<file path="config.mk">
export PLATFORM = sky130hd
export DESIGN_NAME = bpsk_symbol_shaper_src
export DESIGN_NICKNAME = d
export VERILOG_FILES = /design/src/rtl/bpsk_symbol_shaper_src.sv
export SDC_FILE = /design/constraint.sdc
export NUM_CORES = 1
export LEC_CHECK = 0
export CAP_MARGIN = 10
export CORE_MARGIN = 1
export CORE_UTILIZATION = 25
export DETAILED_ROUTE_END_ITERATION = 7
export GPL_TIMING_DRIVEN = 1
export SYNTH_ARGS = -nofsm -noshare
export SYNTH_HDL_FRONTEND = slang
export SYNTH_SLANG_ARGS = --single-unit
</file>
<file path="constraint.sdc">
create_clock -name clk -period 5.75 [get_ports clk]
set_input_delay 0.575 -clock clk [delete_from_list [all_inputs] [get_ports clk]]
set_output_delay 0.575 -clock clk [all_outputs]
set_load 0.02 [all_outputs]
</file>
<file path="src/rtl/bpsk_symbol_shaper_src.sv">
// bpsk_symbol_shaper_src
// Front end of the BPSK pulse-shaping FIR. Takes serial bits over a valid/ready
// handshake, maps each to +AMP / -AMP, zero-stuffs up to OSR samples per symbol,
// and paces samples with a one-cycle strobe every RATE_DIV clocks. When data runs
// out it emits FLUSH_LEN zero samples so the filter tail drains, then goes idle.
//
// Ports:
//   clk        clock; every register updates on the falling edge (filter's sampling edge)
//   reset      synchronous, active-high
//   bit_in     data bit (1 -> +AMP, 0 -> -AMP)
//   bit_valid  bit_in is valid
//   bit_ready  one-entry holding register can accept a bit
//   dout       signed sample to the filter's din; holds between strobes
//   flagout    one-cycle strobe marking a new dout sample (filter's flagin)
//   busy       block is running or flushing
module bpsk_symbol_shaper_src #(
  parameter int unsigned OSR       = 8,
  parameter int unsigned RATE_DIV  = 4,
  parameter int unsigned AMP       = 256,
  parameter int unsigned FLUSH_LEN = 43
) (
  input  logic        clk,
  input  logic        reset,
  input  logic        bit_in,
  input  logic        bit_valid,
  output logic        bit_ready,
  output logic [31:0] dout,
  output logic        flagout,
  output logic        busy
);

  localparam int unsigned PhW  = $clog2(OSR);
  localparam int unsigned DivW = (RATE_DIV > 1) ? $clog2(RATE_DIV) : 1;
  localparam int unsigned FlW  = $clog2(FLUSH_LEN + 1);

  localparam logic [PhW-1:0]  PhLast  = PhW'(OSR - 1);
  localparam logic [DivW-1:0] DivLast = DivW'(RATE_DIV - 1);
  localparam logic [FlW-1:0]  FlLast  = FlW'(FLUSH_LEN);
  localparam logic [31:0]     PosAmp  = 32'(AMP);
  localparam logic [31:0]     NegAmp  = ~PosAmp + 32'd1;

  typedef enum logic [1:0] {StIdle, StRun, StFlush} state_e;

  state_e          state_q, state_d;
  logic            hold_valid_q, hold_valid_d;
  logic            hold_bit_q, hold_bit_d;
  logic [31:0]     dout_q, dout_d;
  logic            flag_q, flag_d;
  logic [PhW-1:0]  phase_q, phase_d;
  logic [DivW-1:0] div_cnt_q, div_cnt_d;
  logic [FlW-1:0]  flush_cnt_q, flush_cnt_d;

  logic        accept;
  logic        consume;
  logic        emit_tick;
  logic [31:0] sym;

  assign bit_ready = ~hold_valid_q & ~reset;
  assign accept    = bit_valid & bit_ready;
  assign emit_tick = (div_cnt_q == DivLast);
  assign sym       = hold_bit_q ? PosAmp : NegAmp;

  always_comb begin
    state_d     = state_q;
    hold_valid_d = hold_valid_q;
    hold_bit_d  = hold_bit_q;
    dout_d      = dout_q;
    flag_d      = 1'b0;
    phase_d     = phase_q;
    div_cnt_d   = div_cnt_q;
    flush_cnt_d = flush_cnt_q;
    consume     = 1'b0;

    unique case (state_q)
      StIdle: begin
        if (hold_valid_q) begin
          state_d   = StRun;
          dout_d    = sym;
          flag_d    = 1'b1;
          consume   = 1'b1;
          phase_d   = PhW'(1);
          div_cnt_d = '0;
        end
      end
      StRun: begin
        div_cnt_d = emit_tick ? '0 : div_cnt_q + 1'b1;
        if (emit_tick) begin
          flag_d = 1'b1;
          if (phase_q != '0) begin
            dout_d  = '0;
            phase_d = (phase_q == PhLast) ? '0 : phase_q + 1'b1;
          end else if (hold_valid_q) begin
            dout_d  = sym;
            consume = 1'b1;
            phase_d = PhW'(1);
          end else begin
            // This zero is already flush sample 1.
            dout_d = '0;
            if (FLUSH_LEN == 1) begin
              state_d   = StIdle;
              phase_d   = '0;
              div_cnt_d = '0;
            end else begin
              state_d     = StFlush;
              flush_cnt_d = FlW'(1);
            end
          end
        end
      end
      StFlush: begin
        div_cnt_d = emit_tick ? '0 : div_cnt_q + 1'b1;
        if (emit_tick) begin
          flag_d      = 1'b1;
          dout_d      = '0;
          flush_cnt_d = flush_cnt_q + 1'b1;
          if (FlW'(flush_cnt_q + 1'b1) == FlLast) begin
            state_d     = StIdle;
            phase_d     = '0;
            div_cnt_d   = '0;
            flush_cnt_d = '0;
          end
        end
      end
      default: state_d = StIdle;
    endcase

    // Accept needs an empty hold and consume a full one, so they never coincide.
    if (accept) begin
      hold_valid_d = 1'b1;
      hold_bit_d   = bit_in;
    end else if (consume) begin
      hold_valid_d = 1'b0;
    end
  end

  always_ff @(negedge clk) begin
    if (reset) begin
      state_q      <= StIdle;
      hold_valid_q <= 1'b0;
      hold_bit_q   <= 1'b0;
      dout_q       <= '0;
      flag_q       <= 1'b0;
      phase_q      <= '0;
      div_cnt_q    <= '0;
      flush_cnt_q  <= '0;
    end else begin
      state_q      <= state_d;
      hold_valid_q <= hold_valid_d;
      hold_bit_q   <= hold_bit_d;
      dout_q       <= dout_d;
      flag_q       <= flag_d;
      phase_q      <= phase_d;
      div_cnt_q    <= div_cnt_d;
      flush_cnt_q  <= flush_cnt_d;
    end
  end

  assign dout    = dout_q;
  assign flagout = flag_q;
  assign busy    = (state_q != StIdle);

endmodule
</file>
Yosys cells after proc, flatten, opt, wreduce, memory -nomap -nowiden
Index checks and enable logic that the tools add are counted.
Storage, ports and cells
  input bits: 4
  output and inout bits: 35
  logic and storage cells: 78
  flip-flop bits (word level): 48
Cells by class
  bitwise gates (word level): 4
  multiplexer cells: 40
  add/sub/neg operators: 3
  reductions and logical operators: 12
  equal/unequal tests: 11
Operators by type and width (count)
  32-bit 2-to-1 mux: 6
  32-bit case mux with 3 select lines: 1
  6-bit 2-to-1 mux: 5
  2-bit 2-to-1 mux: 10
  3-bit 2-to-1 mux: 6
  2-bit inequality test, second input constant: 6
  2-bit case mux with 3 select lines: 2
  6-bit case mux with 2 select lines: 1
  3-bit case mux with 3 select lines: 1
  4-bit AND reduction: 2
  6-bit by 1-bit adder with 6-bit output, second input constant: 1
  6-bit equality test, second input constant: 1
  1-bit 2-to-1 mux: 6
  6-bit AND reduction: 1
  2-bit nonzero test: 3
  3-bit nonzero test: 2
  5-bit AND reduction: 1
  2-bit equality test, second input constant: 2
  1-bit case mux with 2 select lines: 2
  3-bit by 1-bit adder with 3-bit output, second input constant: 1
  3-bit equality test, second input constant: 1
  2-bit by 1-bit adder with 2-bit output, second input constant: 1
  1-bit bitwise AND: 2
  2-bit by 1-bit equality test with 1-bit output, second input constant: 1
  other kinds (4): 5

Longest topological paths before layout
  word-level depth: 6
  mapped depth: 8
  gate-level depth less buffers: 7

==> flow_summary_export.csv <==
group,metric,value,unit
pwr,vdd_drop_max,166,uV
place,port_buffers,30,
place,gp_congestion,0.751,
pwr,p_leak,0.681,nW
route,firstDrtPassIters,4,
critical_path,arrival,4.64,ns
cts,post_cts_buffers,0,
global_routing,first_global_vias,1015,
logic_synthesis,syn_area,1390,um^2
floorplanning,coreArea,5240,um^2
floorplanning,initial_core_util,0.265,
critical_path,required,5.18,ns
place,pre_cts_ws,0.832,ns
cts,clock_latency,0.33,ns
cts,clock_sinks,18,
critical_path,cp_max_fo,24,
timing,fin_ws,0.536,ns
timing,maxSlewViolCount,0,
floorplanning,fp.dieW,76.5,um
cts,cts_root_buf,"clkbuf_8",
route,antenna_left,0,
global_routing,met2_usage,0.136,
logic_synthesis,syn_inst,167,
cts,ctsHoldBuffers,0,
cts,path_clk_slew,0.03,ns
global_routing,antenna_found_initial,0,
timing,tightest_slew,0.760,ns
place,place_hpwl,1870,um
critical_path,path_buf_inv,1,
timing,final.setup.tns,0,ns
cts,ctsResizeCount,0,
timing,fin_skew,0.0120,ns
critical_path,crit_type,"flip-flop to primary output",
logic_synthesis,synth_top_family_by_area,"buffers and inverters",
final_layout,multi_input_area,746,um^2
logic_synthesis,synthMuxAreaShare,0.0370,
logic_synthesis,ys_ff_latch,18,
logic_synthesis,synth-adder-area-share,0.0903,
critical_path,cp-end-kind,"primary output",
route,num_vias,1130,
critical_path,slowest_delay,0.73,ns
global_routing,grt_use_total,0.0879,
logic_synthesis,synth_seq_area_share,0.260,
logic_synthesis,syn_avg_cell_area,8.30,um^2
route,via_per_inst,4.38,
cts,cts_buffers,3,
critical_path,cp_top_family,"buffers and inverters",
final_layout,final_layout_size_suffix_gt1_frac,0.0745,
cts,cts_tree,"built",
final_layout,area_growth,19.0,%
global_routing,grt_busiest_layer,"met2",
global_routing,grt_pass1_wl,4220,um
final_layout,nets,203,
pwr,power.density,455,nW/um^2
floorplanning,rows,26,
logic_synthesis,synth_compound_area_frac,0.176,
final_layout,n_antenna_cell,0,
logic_synthesis,synthXorXnorAreaFrac,0.0307,
global_routing,grt_overflow,0,
critical_path,critPathLaunchType,"flip-flop",
cts,cts_max_level,1,
critical_path,cp_slowest_cell,"clkdlybuf4s50_1",
timing,hold_viol_final,0,
floorplanning,die_h,76.5,um
route,wl_per_cell,10.1,um
timing,setup-violations-final,0,
timing,maxSlewHeadroom,0.492,
floorplanning,pin_count,39,
outcome,status,"finished, final reports clean",
final_layout,final_common_cell,"clkdlybuf4s50_1",
final_layout,final_cell_mix,"30 x clkdlybuf4s50_1, 29 x inv_1, 18 x dfxtp_1",
route,wl,2600,um
logic_synthesis,ys_warn_count,0,
logic_synthesis,synthSimpleGateAreaFrac,0.182,
logic_synthesis,synth_cell_type_count,41,
final_layout,regArea,360,um^2
timing,rsz0062_at_grt,"false",
global_routing,use_met1,0.102,
route,drtIter0Drc,40,
global_routing,grt_start_max_net_pins,25,
floorplanning,die_area,5850,um^2
run,cap_violations,0,
route,drc,0,
final_layout,fillCellCount,565,
min_path,hold_class,"flip-flop to flip-flop",
critical_path,cp_cell_sequence,"clkdlybuf4s50_1",
cts,clock_path_buffers,2,
global_routing,met3_usage,0.0431,
kinds of logic after synthesis:
kind of cell,count (synthesis)
fa+ha+maj,10
buf+inv,49
xor+xnor,4
flops,18
mux,5
other cells,1
compound gates,33
simple gates,47
registers in the layout (all words and copies together) (netlist names):
name,flops
flush_cnt_q,6
phase_q,3
div_cnt_q,2
dout,2
state_q,2
flagout,1
hold_bit_q,1
hold_valid_q,1
final cells by class:
cell class	instances	share of cell area
well taps	70	0.0531
flip-flops and latches	18	0.219
clock inverters	19	0.0440
inverters	11	0.0250
multi-input cells	107	0.452
repair buffers	30	0.182
clock buffers	3	0.0250
path summary, 6_finish.rpt:
check | slack [ns] | cells after the start | start | to
max | 0.54 | 1 | dout[30] | dout[14]
min | 0.50 | 2 | dout[8] | dout[8]
max reg2reg | 3.77 | 6 | flush_cnt_q[0] | state_q[1]
min reg2reg | 0.50 | 2 | dout[8] | dout[8]
synthesized netlist by cell type:
master,number,area share
nor2b_1,3,0.014
a31o_2,1,0.0063
buf_2,2,0.0072
nor3_1,2,0.0072
a31oi_1,3,0.014
a21oi_1,5,0.018
xor2_1,1,0.0063
nor4_4,1,0.015
xnor2_1,2,0.013
mux2i_1,4,0.029
o31a_1,3,0.019
mux2_2,1,0.0081
a41oi_1,2,0.013
inv_1,12,0.032
buf_4,30,0.16
a211oi_1,2,0.011
a311oi_2,1,0.011
nand3_1,6,0.022
nand4_1,1,0.0045
xnor2_2,1,0.012
buf_6,1,0.0081
o211ai_1,1,0.0054
ha_1,10,0.090
nand2_1,4,0.011
o21ai_0,4,0.014
a22oi_1,6,0.032
o31ai_2,1,0.0090
nand2b_1,4,0.018
nor3b_1,2,0.011
a21boi_0,1,0.0054
o2111ai_1,1,0.0063
a311oi_1,1,0.0063
nor2_1,17,0.046
o31ai_1,1,0.0054
conb_1,1,0.0027
clkbuf_1,4,0.011
and3_1,1,0.0045
or3_1,2,0.0090
dfxtp_1,18,0.26
nor3_2,1,0.0072
or2_2,3,0.014
per-stage QoR:
step	instances	hold WS (ns)	utilization	power [mW]	instance area, um^2
final	258	0.498	0.315	0.751	1650
after global routing	258	0.544	0.315	0.811	1650
after CTS	258	0.505	0.315	0.762	1650
after detailed placement	237	0.496	0.294	0.633	1540
after global placement	237	0.483	0.294	0.630	1540
after floorplan	174	0.462	-	0.547	1410
layer usage:
metal,share of wire,routed length [um]
met1,0.48,1260
met2,0.46,1190
met3,0.050,130
met4,0.0058,15
met5,0,0
where the power goes:
| part | leakage, nW | internal (mW) | total (mW) | switching, mW |
|---|---|---|---|---|
| clock | 0.118 | 0.0643 | 0.141 | 0.0765 |
| combinational | 0.417 | 0.200 | 0.436 | 0.237 |
| sequential | 0.146 | 0.145 | 0.173 | 0.0278 |
Power figures use the tool's default switching activity.
